### src/rtl/factorial_engine_if.sv
// Go/done handshake and result bundle for factorial_engine.
// The master drives the request; the slave (the engine) returns status and result.
interface factorial_engine_if #(
   parameter int unsigned SIZE = 8
);
   logic            go;
   logic            mode;
   logic [SIZE-1:0] n;
   logic [2:0]      curr_state;
   logic            busy;
   logic            done;
   logic            overflow;
   logic [SIZE-1:0] result;

   modport master (
      output go, mode, n,
      input  curr_state, busy, done, overflow, result
   );

   modport slave (
      input  go, mode, n,
      output curr_state, busy, done, overflow, result
   );
endinterface

### src/rtl/factorial_engine.sv
// Iterative n! / n!! engine behind a level go/done handshake.
// One multiply per CALC cycle, result modulo 2^SIZE, with a sticky overflow flag.
module factorial_engine #(
   parameter int unsigned SIZE = 8
) (
   input logic                clk,
   input logic                rst,
   factorial_engine_if.slave  bus
);

   typedef enum logic [2:0] {
      StIdle = 3'd0,
      StCalc = 3'd1,
      StDone = 3'd2
   } state_e;

   state_e            state_q;
   logic [SIZE-1:0]   cnt_q;
   logic [SIZE-1:0]   acc_q;
   logic [SIZE-1:0]   result_q;
   logic              step2_q;
   logic              overflow_q;

   logic [2*SIZE-1:0] prod;
   logic [SIZE-1:0]   step;
   logic              cnt_le1;

   assign prod    = {{SIZE{1'b0}}, acc_q} * {{SIZE{1'b0}}, cnt_q};
   assign step    = step2_q ? SIZE'(2) : SIZE'(1);
   assign cnt_le1 = (cnt_q[SIZE-1:1] == '0);

   always_ff @(posedge clk or posedge rst) begin
      if (rst) begin
         state_q    <= StIdle;
         cnt_q      <= '0;
         acc_q      <= '0;
         result_q   <= '0;
         step2_q    <= 1'b0;
         overflow_q <= 1'b0;
      end else begin
         case (state_q)
            StIdle: begin
               if (bus.go) begin
                  cnt_q      <= bus.n;
                  step2_q    <= bus.mode;
                  acc_q      <= SIZE'(1);
                  overflow_q <= 1'b0;
                  state_q    <= StCalc;
               end
            end
            StCalc: begin
               if (cnt_le1) begin
                  result_q <= acc_q;
                  state_q  <= StDone;
               end else begin
                  // cnt >= 2 here, so the subtraction never wraps
                  acc_q      <= prod[SIZE-1:0];
                  overflow_q <= overflow_q | (prod[2*SIZE-1:SIZE] != '0);
                  cnt_q      <= cnt_q - step;
               end
            end
            StDone: begin
               if (!bus.go) begin
                  state_q <= StIdle;
               end
            end
            default: state_q <= StIdle;
         endcase
      end
   end

   assign bus.curr_state = state_q;
   assign bus.busy       = (state_q == StCalc);
   assign bus.done       = (state_q == StDone);
   assign bus.overflow   = overflow_q;
   assign bus.result     = result_q;

endmodule

### src/flat_wrapper.sv
// flat-port wrapper written by rule: the top's interface ports become plain ports
module factorial_engine_flat 
#(
   parameter int unsigned SIZE = 8
)
  (clk, rst, bus_go, bus_mode, bus_n, bus_curr_state, bus_busy, bus_done, bus_overflow, bus_result);
  factorial_engine_if #(.SIZE(SIZE)) bus_i ();
  input logic clk;
  input logic rst;
  input wire logic [$bits(bus_i.go)-1:0] bus_go;
  input wire logic [$bits(bus_i.mode)-1:0] bus_mode;
  input wire logic [$bits(bus_i.n)-1:0] bus_n;
  output wire logic [$bits(bus_i.curr_state)-1:0] bus_curr_state;
  output wire logic [$bits(bus_i.busy)-1:0] bus_busy;
  output wire logic [$bits(bus_i.done)-1:0] bus_done;
  output wire logic [$bits(bus_i.overflow)-1:0] bus_overflow;
  output wire logic [$bits(bus_i.result)-1:0] bus_result;
  assign bus_i.go = bus_go;
  assign bus_i.mode = bus_mode;
  assign bus_i.n = bus_n;
  assign bus_curr_state = bus_i.curr_state;
  assign bus_busy = bus_i.busy;
  assign bus_done = bus_i.done;
  assign bus_overflow = bus_i.overflow;
  assign bus_result = bus_i.result;
  factorial_engine #(.SIZE(SIZE)) u_core (.clk(clk), .rst(rst), .bus(bus_i));
endmodule
### config.mk
export PLATFORM = sky130hd
export DESIGN_NAME = factorial_engine_flat
export DESIGN_NICKNAME = d
export VERILOG_FILES = /design/src/rtl/factorial_engine_if.sv /design/src/rtl/factorial_engine.sv /design/src/flat_wrapper.sv
export SDC_FILE = /design/constraint.sdc
export NUM_CORES = 1
export LEC_CHECK = 0
export ABC_CLOCK_PERIOD_IN_PS = 5500
export CAP_MARGIN = 20
export CORE_UTILIZATION = 35
export DETAILED_ROUTE_END_ITERATION = 10
export PLACE_DENSITY = 0.5
export SLEW_MARGIN = 20
export SYNTH_ARGS = -nofsm -noshare
export SYNTH_HDL_FRONTEND = slang
export SYNTH_SLANG_ARGS = --single-unit
### constraint.sdc
create_clock -name clk -period 5.5 [get_ports clk]
set_input_delay 0.825 -clock clk [delete_from_list [all_inputs] [get_ports clk]]
set_output_delay 0.825 -clock clk [all_outputs]
set_load 0.01 [all_outputs]
; ---- Yosys cells after proc, flatten, opt, wreduce, memory -nomap -nowiden
; Index checks and enable logic that the tools add are counted.
; Widths: inputs -> output; s select.
[word_totals]
elab_cells = 37
in_bits = 12
reg_bits = 29
out_inout_bits = 14
[classes]
n_addsub = 1
mul = 1
eq_ne = 6
n_bitwise = 1
n_reduce_logical = 8
muxes = 14
[op_table]
columns = cell, count
row1 = $mux 8, 4
row2 = $pmux 8 s2, 2
row3 = $mul 8x8->16, 1
row4 = $mux 3, 3
row5 = $pmux 3 s3, 1
row6 = $reduce_bool 8->1, 1
row7 = $sub 8x8->8, 1
row8 = $logic_not 7->1, 1
row9 = $ne 2x2->1 const B, 3
row10 = $reduce_and 3->1, 2
row11 = $reduce_and 2->1, 2
row12 = $eq 3x1->1 const B, 1
row13 = $eq 3x2->1 const B, 1
row14 = $logic_not 3->1, 1
row15 = $mux 1, 2
row16 = $mux 2, 1
row17 = $ne 2x1->1 const B, 1
row18 = $pmux 1 s2, 1
row19 = $reduce_bool 2->1, 1
row20 = $or 1x1->1, 1

; ---- Logic depth before layout (Yosys ltp)
[depth]
word_depth = 5
depth_mapped = 18
ltp_nobuf = 16

; ---- Least setup slack after synthesis
; No wires, ideal clock.
[synth_path]
path_type = register -> register
startpoint = register u_core.cnt_q[4]
endpoint = register u_core.overflow_q, in the netlist u_core.bus.overflow
required_ns = 5.376
synth_period_minus_slack_ns = 4.379
n_path_buf = 1
arrival_time_ns = 4.256
setup_time_ns = 0.124
path_slack_ns = 1.121
path_stages_with_launch = 18
path_cell_list = dfrtp_1 > clkbuf_1 > and2_1 > fa_1 > inv_1 > fa_1 > inv_1 > fa_1 > inv_1 > fa_1 > inv_1 > ha_1 > o211ai_1 > o21ai_0 > nand4_1 > a21oi_1 > o2111ai_1 > o31a_1
[synth_via]
elab_chain_cells = 5
elab_cells_between_ends = 8
classes_between = mul (1) / eq/ne (1) / mux (2) / bitwise (1) / reduce/logical (3)
[synth_lines]
columns = item, line
row1 = "start, declared", factorial_engine.sv:18  ; logic [SIZE-1:0] cnt_q;
row2 = "start signal, assigned", factorial_engine.sv:44  ; cnt_q <= bus.n;
row3 = "start signal, assigned", factorial_engine.sv:59  ; cnt_q <= cnt_q - step;
row4 = $mul 8x8->16, factorial_engine.sv:28  ; assign prod = {{SIZE{1'b0}}, acc_q} * {{SIZE{1'b0}}, cnt_q};
row5 = $reduce_bool 8->1, factorial_engine.sv:58  ; overflow_q <= overflow_q | (prod[2*SIZE-1:SIZE] != '0);
row6 = $or 1x1->1, factorial_engine.sv:58
row7 = $mux 1, factorial_engine.sv:52  ; if (cnt_le1) begin
row8 = $pmux 1 s2, factorial_engine.sv:41  ; case (state_q)
row9 = "end signal, assigned", factorial_engine.sv:58
row10 = "end, declared", factorial_engine.sv:22  ; logic overflow_q;
; Several ways; a longest one is shown, not always the timed one. The select of a mux whose other input is x is not followed.
; A chain may end at the register's enable or synchronous reset.

; ---- Final worst setup path
[layout_path]
startpoint = register u_core.acc_q[3]
endpoint = register u_core.overflow_q, in the netlist u_core.bus.overflow
[layout_via]
elab_chain_cells = 5
[layout_lines]
columns = item, line
row1 = "start, declared", factorial_engine.sv:19  ; logic [SIZE-1:0] acc_q;
row2 = "start signal, assigned", factorial_engine.sv:57  ; acc_q <= prod[SIZE-1:0];
row3 = $mul 8x8->16, factorial_engine.sv:28
row4 = $reduce_bool 8->1, factorial_engine.sv:58
row5 = $or 1x1->1, factorial_engine.sv:58
row6 = $mux 1, factorial_engine.sv:52
row7 = $pmux 1 s2, factorial_engine.sv:41
; No other way between the ends. The select of a mux whose other input is x is not followed.

==> metrics.sh <==
FIN_CRIT_SH=0.850
CTS.ROOT.BUFFER_CELL='clkbuf_8'
R2R-END='u_core.bus.overflow'
MAPPEDNETLISTNETS=494
ANTENNA_CELL_COUNT=0
HIGHEST_NET_FANOUT_ALONG_THE_WORST_PATH=10
FINALMAXSLEWVIOLATIONS=0
FIRST_PASS_GRT_WIRE_LENGTH_UM=13600
TRITONCTS='yes'
LAYOUT_MIN_CYCLE_TIME_NS=4.67
MAPPEDNETLISTAREA_SQ_UM=3530
FINALWIRELENGTH_UM=8000
DRT_FIRST_PASS_ITERS=4
PLACEMENT_ROWS=36
UNREPAIRED_SETUP_ENDPOINTS_AFTER_GLOBAL_ROUTING='false'
CORE_REGION_AREA_SQ_UM=9770
POSTSYNTH.ASYNCRESETSHARE=1.00
HTREE_NUM_LEVELS=1
TIMING.HOLD.WORST_ENDPOINT='u_core.bus.result[1]'
FIN_TNS_SETUP_NS=0
FINISH.UTILIZATION=0.402
WORST_SLEW_SLACK_AS_A_FRACTION_OF_ITS_LIMIT=0.538
GLOBALROUTETOTALUTIL=0.166
AREA.GROWTH.SYNTH_TO_FINAL_PCT=11.3
HOLDCRITSTARTPOINT='u_core.bus.result[1]'
SETUP.WORST_PATH.START_CLASS='flop'
SYNTH_AREA_LEADER_CELL='fa_1'
MAXIMUM_CAPACITANCE_VIOLATIONS=0
HOLD_CLASS='flop to flop'
NUMBER_OF_ANTENNA_VIOLATIONS_AT_THE_FIRST_CHECK_IN_GLOBAL_ROUTING=0
CLK-INSERTION-DELAY-LATE_NS=0.28
LAYOUT_CELL_SHARE_WITH_DRIVE_STRENGTH_BEYOND_1=0.0577
SYNTHADDERAREAFRAC=0.344
POST_DRT_VIA_CELL_RATIO=4.97
HPWLAFTERDP_UM=6180
CRITICAL_PATH_REQUIRED_NS=5.68
HOLDWS_NS=0.519
ROUTABILITYCONGESTION=0.771
POSTCTSSETUPREPAIRBUFS=0
CP-STARTPOINT='u_core.acc_q[3]'
YOSYSWARNINGS=0
COMBINATIONAL_FAMILY_WITH_THE_MOST_AREA_AFTER_SYNTHESIS='adder cells'
REMAINING_DRC_ERRORS=0
CTS-ROOT-TO-SINK-BUFFERS=2
MAXCLOCKFREQUENCY_MHz=214
TIGHTEST_SLEW_NS=0.693
SYNTHESIS.AREA_PER_INSTANCE_SQ_UM=8.68
IOPINCOUNT=26
CRITICAL_PATH_BUF_INV_COUNT=4
ROUTED_LENGTH_PER_INSTANCE_UM=14.6
VIA_COUNT=2728
SYNTH_COMPOUND_GATE_AREA_SHARE=0.136
FLOORPLAN.DIE_AREA_SQ_UM=10500
SYNTH_SIMPLE_GATE_AREA_FRAC=0.182
TRITONCTS.NUM_BUFFERS=3
END_KIND='flop'
R2R_SLACK_NS=0.83
SETUP_VIOL_COUNT_FINAL=0
TIMING.CRITICAL_PATH.ARRIVAL_NS=4.85
SYNTH_TOP_CELLS_BY_AREA='fa_1 (21%), dfrtp_1 (20%), ha_1 (13%)'
FLIP_FLOP_AND_LATCH_COUNT_AFTER_SYNTHESIS=28
FINCLKSKEW_NS=0.00330
SYNTHESIS.INSTANCES=407
COUNT_OF_UNIQUE_LIBRARY_CELLS_INSTANTIATED_BY_YOSYS=51
SYNTH-EDFF-COUNT=0
DIE-WIDTH_UM=102
FIRST_GLOBAL_VIAS=2678
DOMINANTREGCELLSYNTH='dfrtp_1'
INITIAL_CORE_UTIL=0.362
RUN_STATUS='finished clean'
YOSYS.AREA.TOP_TYPE_SHARE=0.210
GRT_RESIDUAL_OVERFLOW=0
CTS_NUM_SINKS=28
CRITICAL_PATH.TOP_DELAY_FAMILY='adder cells'
POSTCTSHOLDBUFS=0
DRTANTENNAVIOLNETS=0
PIN_COUNT_OF_THE_BIGGEST_NET_ENTERING_GLOBAL_ROUTING=29
TIMING.HOLD.WORST_PATH_DEPTH=1
SYNTH-XOR-AREA-SHARE=0.0149
DIE_H_UM=102
CRITICAL-PATH-SLOWEST-CELL='dfrtp_1'
SYNTH_MOST_COMMON_CELL='inv_1'
TIMING.CRITICAL_PATH.CELLS='and2_1 -> fa_1 -> inv_1 -> fa_1 -> inv_1 -> fa_1 -> inv_1 -> fa_1 -> inv_1 -> ha_1 -> o211ai_1 -> o21ai_0 -> nand4_1 -> a21oi_1 -> o2111ai_1 -> o31a_1'
FINISH.NET_COUNT=504
SEQUENTIAL_ELEMENT_SHARE_OF_THE_SYNTHESIZED_AREA=0.198
CP_SLOWEST_STAGE_DELAY_NS=0.55
SYNTH_COMMONEST_CELLS='inv_1 (63), nand2_1 (54), ha_1 (38)'
WORST_R2R_STARTPOINT='u_core.acc_q[3]'
CTS.REPAIR.RESIZED=0
INITIALDRTVIOLATIONCOUNT=80
WORST_R2R_PATH_DEPTH=16
CLK_TRANSITION_REPORTED_PATHS_NS=0.11
FINALHOLDVIOLCOUNT=0
POST_SYNTH_MUX_AREA_SHARE=0.0312
PORTBUFFERS=24
WORST-SETUP-PATH-TYPE='flop to flop'
-- sequential cells by signal (all words and copies together) (netlist names) --
| signal | cells |
|---|---|
| u_core.bus.result | 8 |
| u_core.cnt_q | 8 |
| u_core.step2_q | 1 |
| u_core.bus.overflow | 1 |
| u_core.acc_q | 8 |
| u_core.bus.curr_state | 2 |
-- worst register-to-register path: stages (launching register included) --
cell and delay, ns:
dfrtp_1 0.55, and2_1 0.26, fa_1 0.53, inv_1 0.05
fa_1 0.48, inv_1 0.06, fa_1 0.53, inv_1 0.05
fa_1 0.52, inv_1 0.04, ha_1 0.33, o211ai_1 0.14
o21ai_0 0.33, nand4_1 0.16, a21oi_1 0.15, o2111ai_1 0.13
o31a_1 0.25
-- cell families (layout without fill, tap and decap cells) --
kind of cell	count (synthesis)	count (layout)
compound gates	74	74
xor+xnor	6	6
fa+ha+maj	75	75
buf+inv	84	93
flops	28	28
mux	10	10
other cells	1	1
simple gates	129	129
-- per-layer routing --
metal / GRT usage / vias to the layer above / wire [um]
li1: - / 1327 / -
met4: 0.0165 / 0 / 0
met1: 0.247 / 1371 / 3990
met5: 0 / - / 0
met2: 0.273 / 30 / 3850
met3: 0.0136 / 0 / 160
-- per-stage QoR --
stage	setup WS, ns	instance area, sq um	cells
floorplan	1.12	3530	407
global placement	0.821	3860	545
detailed placement	0.833	3860	545
CTS	0.798	3930	549
global route	0.536	3930	549
finish	0.827	3930	549
-- worst max path at each step --
stage / end / slack, ns / cells after the start
after global placement: u_core.bus.overflow / 0.82 / 16
after floorplan: u_core.bus.overflow / 1.12 / 17
after CTS: u_core.bus.overflow / 0.80 / 16
after global routing: u_core.bus.overflow / 0.54 / 16
final: u_core.bus.overflow / 0.83 / 16
after detailed placement: u_core.bus.overflow / 0.83 / 16
-- layout by cell type, fill, tap and decap left out, types with 3 or more instances in the layout --
cell	synthesis	layout
mux2_2	8	8
nand2b_1	4	4
nor2_1	19	19
nand2_1	54	54
a211oi_1	3	3
ha_1	38	38
nand3_1	5	5
and2_1	34	34
o21ai_0	20	20
inv_1	63	63
dfrtp_1	28	28
clkbuf_8	0	3
fa_1	37	37
xor2_1	3	3
clkdlybuf4s50_1	0	24
o211ai_1	5	5
o31ai_1	4	4
a21oi_1	25	25
xnor2_1	3	3
-- layout make-up --
class	count	area [sq um]
fillers	1018	5840
multi-input cells	295	2500
flip-flops and latches	28	701
repair buffers	26	255
inverters	63	236
well taps	133	166
clock buffers	3	41.3
clock inverters	1	30.0
Power is left out: the tool's default activity adds up to more than one toggle a clock period on the data nets, which glitch-free logic cannot reach.
